[config.mk]
export PLATFORM = sky130hd
export DESIGN_NAME = lane_queue_sensor
export DESIGN_NICKNAME = d
export VERILOG_FILES = /design/src/rtl/lane_queue_sensor.sv
export SDC_FILE = /design/constraint.sdc
export NUM_CORES = 1
export LEC_CHECK = 0
export CAP_MARGIN = 20
export CORE_MARGIN = 4
export CORE_UTILIZATION = 35
export CTS_BUF_LIST = sky130_fd_sc_hd__clkbuf_8
export CTS_CLUSTER_DIAMETER = 200
export DETAILED_ROUTE_END_ITERATION = 10
export PLACE_DENSITY_LB_ADDON = 0.1
export SLEW_MARGIN = 25
export SYNTH_ARGS = -nofsm -noshare
export SYNTH_HDL_FRONTEND = slang
export SYNTH_SLANG_ARGS = --single-unit
[constraint.sdc]
create_clock -name clk -period 3 [get_ports clk]
set_input_delay 0.45 -clock clk [delete_from_list [all_inputs] [get_ports clk]]
set_output_delay 0.45 -clock clk [all_outputs]
set_load 0.03 [all_outputs]
[src/rtl/lane_queue_sensor.sv]
// Lane queue sensor: counts vehicles waiting at a signalised lane.
// The raw loop detector is synchronised and debounced; each accepted rising
// level is one arrival. While the light is GREEN one vehicle departs every
// DEPART_CYCLES cycles. The queue saturates at MAX_Q and records a dropped
// arrival in a sticky overflow flag.
module lane_queue_sensor #(
   parameter int DEBOUNCE      = 3,
   parameter int DEPART_CYCLES = 4,
   parameter int MAX_Q         = 15
) (
   input  logic       clk,
   input  logic       rst,
   input  logic       car_in,
   input  logic [1:0] light,
   output logic       sensor_1th,
   output logic       sensor_5th,
   output logic [3:0] queue_cnt,
   output logic       car_out,
   output logic       overflow
);

   typedef enum logic [1:0] {
      LIGHT_RED    = 2'b00,
      LIGHT_YELLOW = 2'b01,
      LIGHT_GREEN  = 2'b10,
      LIGHT_BAD    = 2'b11
   } light_e;

   localparam logic [3:0] DB_TC  = 4'(DEBOUNCE);
   localparam logic [3:0] DEP_TC = 4'(DEPART_CYCLES);
   localparam logic [3:0] Q_MAX  = 4'(MAX_Q);

   logic       s1_q, s2_q;
   logic       acc_q, acc_d;
   logic [3:0] db_cnt_q, db_cnt_d;
   logic [3:0] dep_cnt_q, dep_cnt_d;
   logic [3:0] queue_q, queue_d;
   logic       car_out_q, car_out_d;
   logic       ovf_q, ovf_d;
   logic       arrival;
   logic       depart;
   logic       green;

   assign green = (light == LIGHT_GREEN);

   // Two-flop synchroniser for the asynchronous detector level.
   always_ff @(posedge clk or posedge rst) begin
      if (rst) begin
         s1_q <= 1'b0;
         s2_q <= 1'b0;
      end else begin
         s1_q <= car_in;
         s2_q <= s1_q;
      end
   end

   // Debounce: accept a new level once it has held for DEBOUNCE cycles;
   // only the 0->1 acceptance counts as an arrival.
   always_comb begin
      acc_d    = acc_q;
      db_cnt_d = 4'd0;
      arrival  = 1'b0;
      if (s2_q != acc_q) begin
         if (db_cnt_q + 4'd1 == DB_TC) begin
            acc_d   = ~acc_q;
            arrival = ~acc_q;
         end else begin
            db_cnt_d = db_cnt_q + 4'd1;
         end
      end
   end

   // Depart timer: runs only on GREEN with vehicles waiting, so the queue
   // can never be decremented below zero.
   always_comb begin
      dep_cnt_d = 4'd0;
      depart    = 1'b0;
      if (green && (queue_q != 4'd0)) begin
         if (dep_cnt_q + 4'd1 == DEP_TC) begin
            depart = 1'b1;
         end else begin
            dep_cnt_d = dep_cnt_q + 4'd1;
         end
      end
   end

   // Queue update: simultaneous arrival and departure cancel out; an arrival
   // into a full queue is dropped and flagged.
   always_comb begin
      queue_d   = queue_q;
      ovf_d     = ovf_q;
      car_out_d = depart;
      case ({arrival, depart})
         2'b10: begin
            if (queue_q == Q_MAX) begin
               ovf_d = 1'b1;
            end else begin
               queue_d = queue_q + 4'd1;
            end
         end
         2'b01:   queue_d = queue_q - 4'd1;
         default: queue_d = queue_q;
      endcase
   end

   // State registers for debounce, timer, queue and flags.
   always_ff @(posedge clk or posedge rst) begin
      if (rst) begin
         acc_q     <= 1'b0;
         db_cnt_q  <= 4'd0;
         dep_cnt_q <= 4'd0;
         queue_q   <= 4'd0;
         car_out_q <= 1'b0;
         ovf_q     <= 1'b0;
      end else begin
         acc_q     <= acc_d;
         db_cnt_q  <= db_cnt_d;
         dep_cnt_q <= dep_cnt_d;
         queue_q   <= queue_d;
         car_out_q <= car_out_d;
         ovf_q     <= ovf_d;
      end
   end

   assign queue_cnt  = queue_q;
   assign sensor_1th = (queue_q != 4'd0);
   assign sensor_5th = (queue_q >= 4'd5);
   assign car_out    = car_out_q;
   assign overflow   = ovf_q;

endmodule

==> results of run 1 <==
-- critical path: cells and delay by family (launching register included) --
family,cells,cell delay (ns)
AND/OR/NAND/NOR,1,0.59
buffers and inverters,1,0.61
flip-flops,1,0.49
-- flip-flops by register name (all words and copies together) (netlist names) --
signal,cells
overflow,1
s2_q,1
db_cnt_q,4
acc_q,1
s1_q,1
car_out,1
queue_cnt,4
dep_cnt_q,4
-- power by group --
part | switching [mW] | leakage (nW) | total, mW | internal [mW]
sequential | 0.0698 | 0.217 | 0.345 | 0.275
combinational | 0.131 | 0.213 | 0.254 | 0.123
clock | 0.0829 | 0.0217 | 0.176 | 0.0935
total | 0.284 | 0.451 | 0.776 | 0.492
-- layer usage --
metal	GRT usage	wire, um	vias up
li1	-	-	297
met1	0.1245	653	272
met2	0.1387	623	13
met3	0.03341	81	4
met4	0.04967	25	0
met5	0	0	-
-- cells in the final DEF (no fill, tap or decap), types with 2 or more instances in the layout --
cell	count
nand3b_1	2
nand3_1	4
ha_1	4
dfrtp_1	17
xnor2_1	3
and2_1	2
nand2_1	7
clkbuf_8	3
clkdlybuf4s50_1	12
xor2_1	4
a21oi_1	3
inv_1	5
nor2_1	7
-- cells by family (layout without fill, tap and decap cells) --
logic type               after synthesis  count (layout)  share of synthesized area
AO/OA/AOI/OAI                         11              11                     0.1132
XOR/XNOR                               7               7                    0.07112
adder cells (fa/ha/maj)                4               4                    0.05806
buffers and inverters                  6              21                    0.03483
flip-flops                            17              17                     0.4935
multiplexers                           1               1                    0.01306
AND/OR/NAND/NOR                       32              32                     0.2163
-- area by class of cell --
cell class	instances	area, um2
Clock buffer	3	41.29
Clock inverter	1	7.507
Multi-Input combinational cell	55	406.6
Sequential cell	17	425.4
Inverter	5	18.77
Tap cell	28	35.03
Timing Repair Buffer	12	120.1
Fill cell	234	1221
-- final timing paths --
check,start,endpoint,slack [ns]
max,queue_cnt[1],sensor_1th,0.60
min,s1_q,s2_q,0.35
max reg2reg,db_cnt_q[0],queue_cnt[2],0.65
min reg2reg,s1_q,s2_q,0.35
max in group asynchronous,rst,queue_cnt[0],2.01
min in group asynchronous,rst,dep_cnt_q[0],0.57
==> impl_results.md, run 1 <==
* Final worst-path setup slack at between 0.6 and 0.7 ns
* Final worst path period share at 0.7990
* Top cell type by total area after synthesis: dfrtp_1
* Clock transition at the registers of the reported paths at roughly 0.070 ns
* Post-route DRC at 0
* Critical Path RT at 2.55 ns
* Final nets at between 100 and 150
* CP Capture Type: output pin
* Worst VDD drop at about 350 uV
* Netlist cell types at 31
* Post-DP Area at ~0.0010 mm2
* First-pass GRT wire length at around 2400 um
* Max Cap Violations at 0
* Vias in the first global route at approximately 530
* Critical path type: reg2out
* Final setup fails at 0
* Final hold slack at ~0.35 ns
* Post-synth EDFFs at 0
* Hold_buf cts at 0
* LEAKAGE at roughly 0.45 nW
* Die area at between 0.003 and 0.004 mm2
* Sequential share of the synthesized area at 0.4935
* GR Overflow Total at 0
* CTS tree: done
* Pwr Total at 0.7755 mW
* P&R area growth vs syn at 22.35%
* Placer Congestion at around 0.69
* Cells after Synth at between 70 and 80
* Starting Density at 0.3788
* Ranking of synthesized cells by area: dfrtp_1 (49%), ha_1 (5.8%), xor2_1 (4.1%)
* Clock buffer depth at 2
* Initial DRC Count at 0
* Max incr delay on CP at ~0.6 ns
* Synth warn at 0
* Placed insts at 117
* Mean post-synth cell area at ~11 um2
* Worst min-delay path class: reg2reg
* Post-CTS setup buffers at 0
* ANT nets after route at 0
* Clk_skew at approximately 0.0073 ns
* Run status: completed
* Top_reg_cell synth: dfrtp_1
* Worst slew pin tran at 0.6421 ns
* Critical Path Source Type: flip-flop
* Reg2reg path depth at 10
* Hold depth at 0
* CTS H-Tree Depth at 1
* Place WS at slightly above 0.6 ns
* First drt pass iteration count at 1
* Crit path max fanout at 9
* Total CTS buffers at 3
* Root Driver: clkbuf_8
* Fin area at about 0.0011 mm2
* Routed WL per cell at about 11 um
* HPWL after DPL at 1051 um
* FP Rows at 17
* Die width at just under 60 um
* # diodes at 0
* Largest net degree at the start of global routing at 18
* Count leader, synth: dfrtp_1
* Die Span Y at roughly 58 um
* Crit path cell chain: or4_4 -> clkdlybuf4s50_1
* Top cells by count, synth: dfrtp_1 (17), nand2_1 (7), nor2_1 (7)
* Yosys reg bits at 17
* Fin crit period at between 2 and 2.5 ns
* Fin. Hold Viols at 0
* Sinks on Clock Net at 17
* I/O pins at 13
* Final Max Slew Viols at 0
* Unrepaired setup endpoints after global routing: false
* Post-CTS Resized at 0
* Fraction of layout cells with a size suffix above 1 at 0.1398
* Post-Syn Area at ~860 um2
* Drt total wl at around 1400 um
* Number of input and output port buffers inserted at 12
* Core Box Area at 0.002276 mm2
* Area fraction of the dominant cell type after synthesis at 0.4935
* Slew HR at 0.5715
* Final Util at 0.4634
* Peak Freq at ~0.42 GHz
* Non-filler cells, final at 121
* Setup TNS at 0 ns
* Post-synth ARST share at 1.000
* CP Data Arrival Time at a little under 2 ns
* GRT Total Usage at 0.09550
* Critical-path top delay cell: clkdlybuf4s50_1
* Cell area power density at approximately 740 mW/mm2
* Syn nets at between 80 and 90
* Initial antenna violation count at 0
* Worst-skew pair later-pin latency at around 0.26 ns
* Vias per cell at about 4.8
* Vias at a little under 600
No activity file was read; power rests on OpenSTA's default activity.
==> inputs of run 2 (changes only) <==
==> constraint.sdc (replaced) <==
create_clock -name clk -period 2.16 [get_ports clk]
set_input_delay 0.324 -clock clk [delete_from_list [all_inputs] [get_ports clk]]
set_output_delay 0.324 -clock clk [all_outputs]
set_load 0.03 [all_outputs]
==> run 2 against run 1 <==
Effect of this change: sequential share of layout area shrank 4.9 points; clock-buffer cell count is the same; die area is the same; clock skew shrank 0.0041 ns; critical path depth grew 8; largest cell class is now multi-input combinational cells; largest power group is now combinational logic; flip-flop and latch count is the same; non-clock buffer count grew 14; sequential power grew 26%.
==> impl_results.md, run 2 (synthesis gave the netlist of run 1 again) <==
* Die width at a little under 60 um
* Setup TNS at 0 ns
* HPWL after DPL at 1125 um
* Max incr delay on CP at slightly below 0.4 ns
* First drt pass iteration count at 4
* Unrepaired setup endpoints after global routing: true
* Final nets at roughly 120
* Setup crit start: db_cnt_q[1]
* Fraction of layout cells with a size suffix above 1 at 0.3551
* Worst slew pin tran at around 0.64 ns
* Crit path max fanout at 3
* P&R area growth vs syn at 40.49%
* Top cell by count, worst path: xor2_1
* Fin. Hold Viols at 0
* Flop-to-flop setup slack at just over 0.1 ns
* Routed WL per cell at about 11 um
* Clock transition at the registers of the reported paths at ~0.060 ns
* Crit path cell chain: ha_4 -> and2_4 -> nand3_1 -> a211oi_4 -> nor2_4 -> xor2_1 -> ha_2 -> nor2_2 -> o2bb2ai_2 -> xor2_1
* Final worst path period share at 0.9524
* Non-filler cells, final at about 140
* Starting Density at 0.3788
* GR Overflow Total at 0
* CP Data Arrival Time at 2.18 ns
* Initial DRC Count at 6
* CTS tree: done
* Most frequent cells in the layout: dfrtp_1 (14), buf_4 (14), clkdlybuf4s50_1 (11)
* Worst min-delay path class: reg2reg
* Min-Delay Startpoint: s1_q
* Drt total wl at around 1500 um
* ANT nets after route at 0
* FP Rows at 17
* CP Capture Type: flip-flop
* Clk_skew at roughly 0.0032 ns
* Fin area at about 0.0012 mm2
* Reg-to-reg startpoint: db_cnt_q[1]
* Core Box Area at 0.002276 mm2
* Post-DP Area at 0.001086 mm2
* Final Max Slew Viols at 0
* Die Span Y at about 58 um
* Pwr Total at ~1.2 mW
* CTS H-Tree Depth at 1
* Peak Freq at roughly 0.49 GHz
* Critical-path top delay cell: dfrtp_1
* Worst VDD drop at between 500 and 600 uV
* Run status: completed
* Max Cap Violations at 0
* Critical path type: reg2reg
* Root Driver: clkbuf_8
* Clock buffer depth at 2
* # diodes at 0
* Vias at about 640
* Cell area power density at a little under 1000 mW/mm2
* Initial antenna violation count at 0
* I/O pins at 13
* Critical Path Source Type: flip-flop
* Critical Path RT at approximately 2.3 ns
* Placed insts at about 130
* Final hold slack at around 0.35 ns
* Final setup fails at 0
* Largest net degree at the start of global routing at 18
* Die area at ~0.0033 mm2
* Worst-skew pair later-pin latency at 0.24 ns
* Placer Congestion at roughly 0.73
* Vias per cell at 4.719
* Post-route DRC at 0
* LEAKAGE at 0.5285 nW
* Fin crit period at 2.057 ns
* First-pass GRT wire length at ~2700 um
* Vias in the first global route at ~620
* Slew HR at 0.5759
* Total CTS buffers at 3
* Sinks on Clock Net at 17
* GRT Total Usage at 0.1062
* Hold_buf cts at 0
* Number of input and output port buffers inserted at 12
run 2: changes by cell type in the layout (fill, tap and decap cells not counted), sizes merged:
cell / delta
clkdlybuf4s50: -1
inv: +1
dlygate4sd2: +1
buf: +14
clkinvlp: -1
run 2: per-layer routing:
layer | vias to the layer above | share of wire | global-route usage
li1 | 324 | - | -
met1 | 301 | 0.45 | 0.1403
met2 | 10 | 0.49 | 0.1565
met3 | 2 | 0.045 | 0.02895
met4 | 0 | 0.0079 | 0.05960
met5 | - | 0 | 0
run 2: layout make-up:
cell class | count | area (um2)
tap | 28 | 35.03
clock buffer | 3 | 41.29
inverter | 5 | 18.77
clock inverter | 1 | 3.754
timing repair buffer | 26 | 224.0
fill | 198 | 1065
sequential | 17 | 429.2
multi-input combinational | 55 | 459.2
run 2: power by group:
group / leakage, nW / total [mW] / internal [mW] / switching, mW
Clock: 0.0269 / 0.221 / 0.126 / 0.0955
Combinational: 0.287 / 0.543 / 0.266 / 0.277
Sequential: 0.214 / 0.434 / 0.386 / 0.0473
run 2: worst max-delay path, delay by kind of cell, from the launching register on:
family / cells / cell delay (ns)
AOI/OAI and AO/OA: 2 / 0.43
and+or+nand+nor: 4 / 0.41
DFF: 1 / 0.39
adders and majority gates: 2 / 0.39
xor gates and xnor gates: 2 / 0.33
run 2: through the flow:
| step | worst slack [ns] | utilization |
|---|---|---|
| 4_1_cts | 0.03522 | 0.4964 |
| 5_1_grt | -0.01517 | 0.5322 |
| 2_1_floorplan | -0.08822 | - |
| 3_3_place_gp | 0.08633 | 0.4772 |
| 6_report | 0.1028 | 0.5322 |
| 3_5_place_dp | 0.03992 | 0.4772 |
run 2: worst paths after layout:
check | end | cells after the start
hold / removal | s2_q | 0
min in group asynchronous | dep_cnt_q[2] | 2
max in group asynchronous | queue_cnt[0] | 2
setup reg to reg | queue_cnt[2] | 10
hold reg to reg | s2_q | 0
setup / recovery | queue_cnt[2] | 10
run 2: repair_timing:
action,4_1_cts,5_1_grt
pin swaps,0,11
endpoints found under the setup margin,1,2
gates resized for setup,1,11
setup buffers,0,5
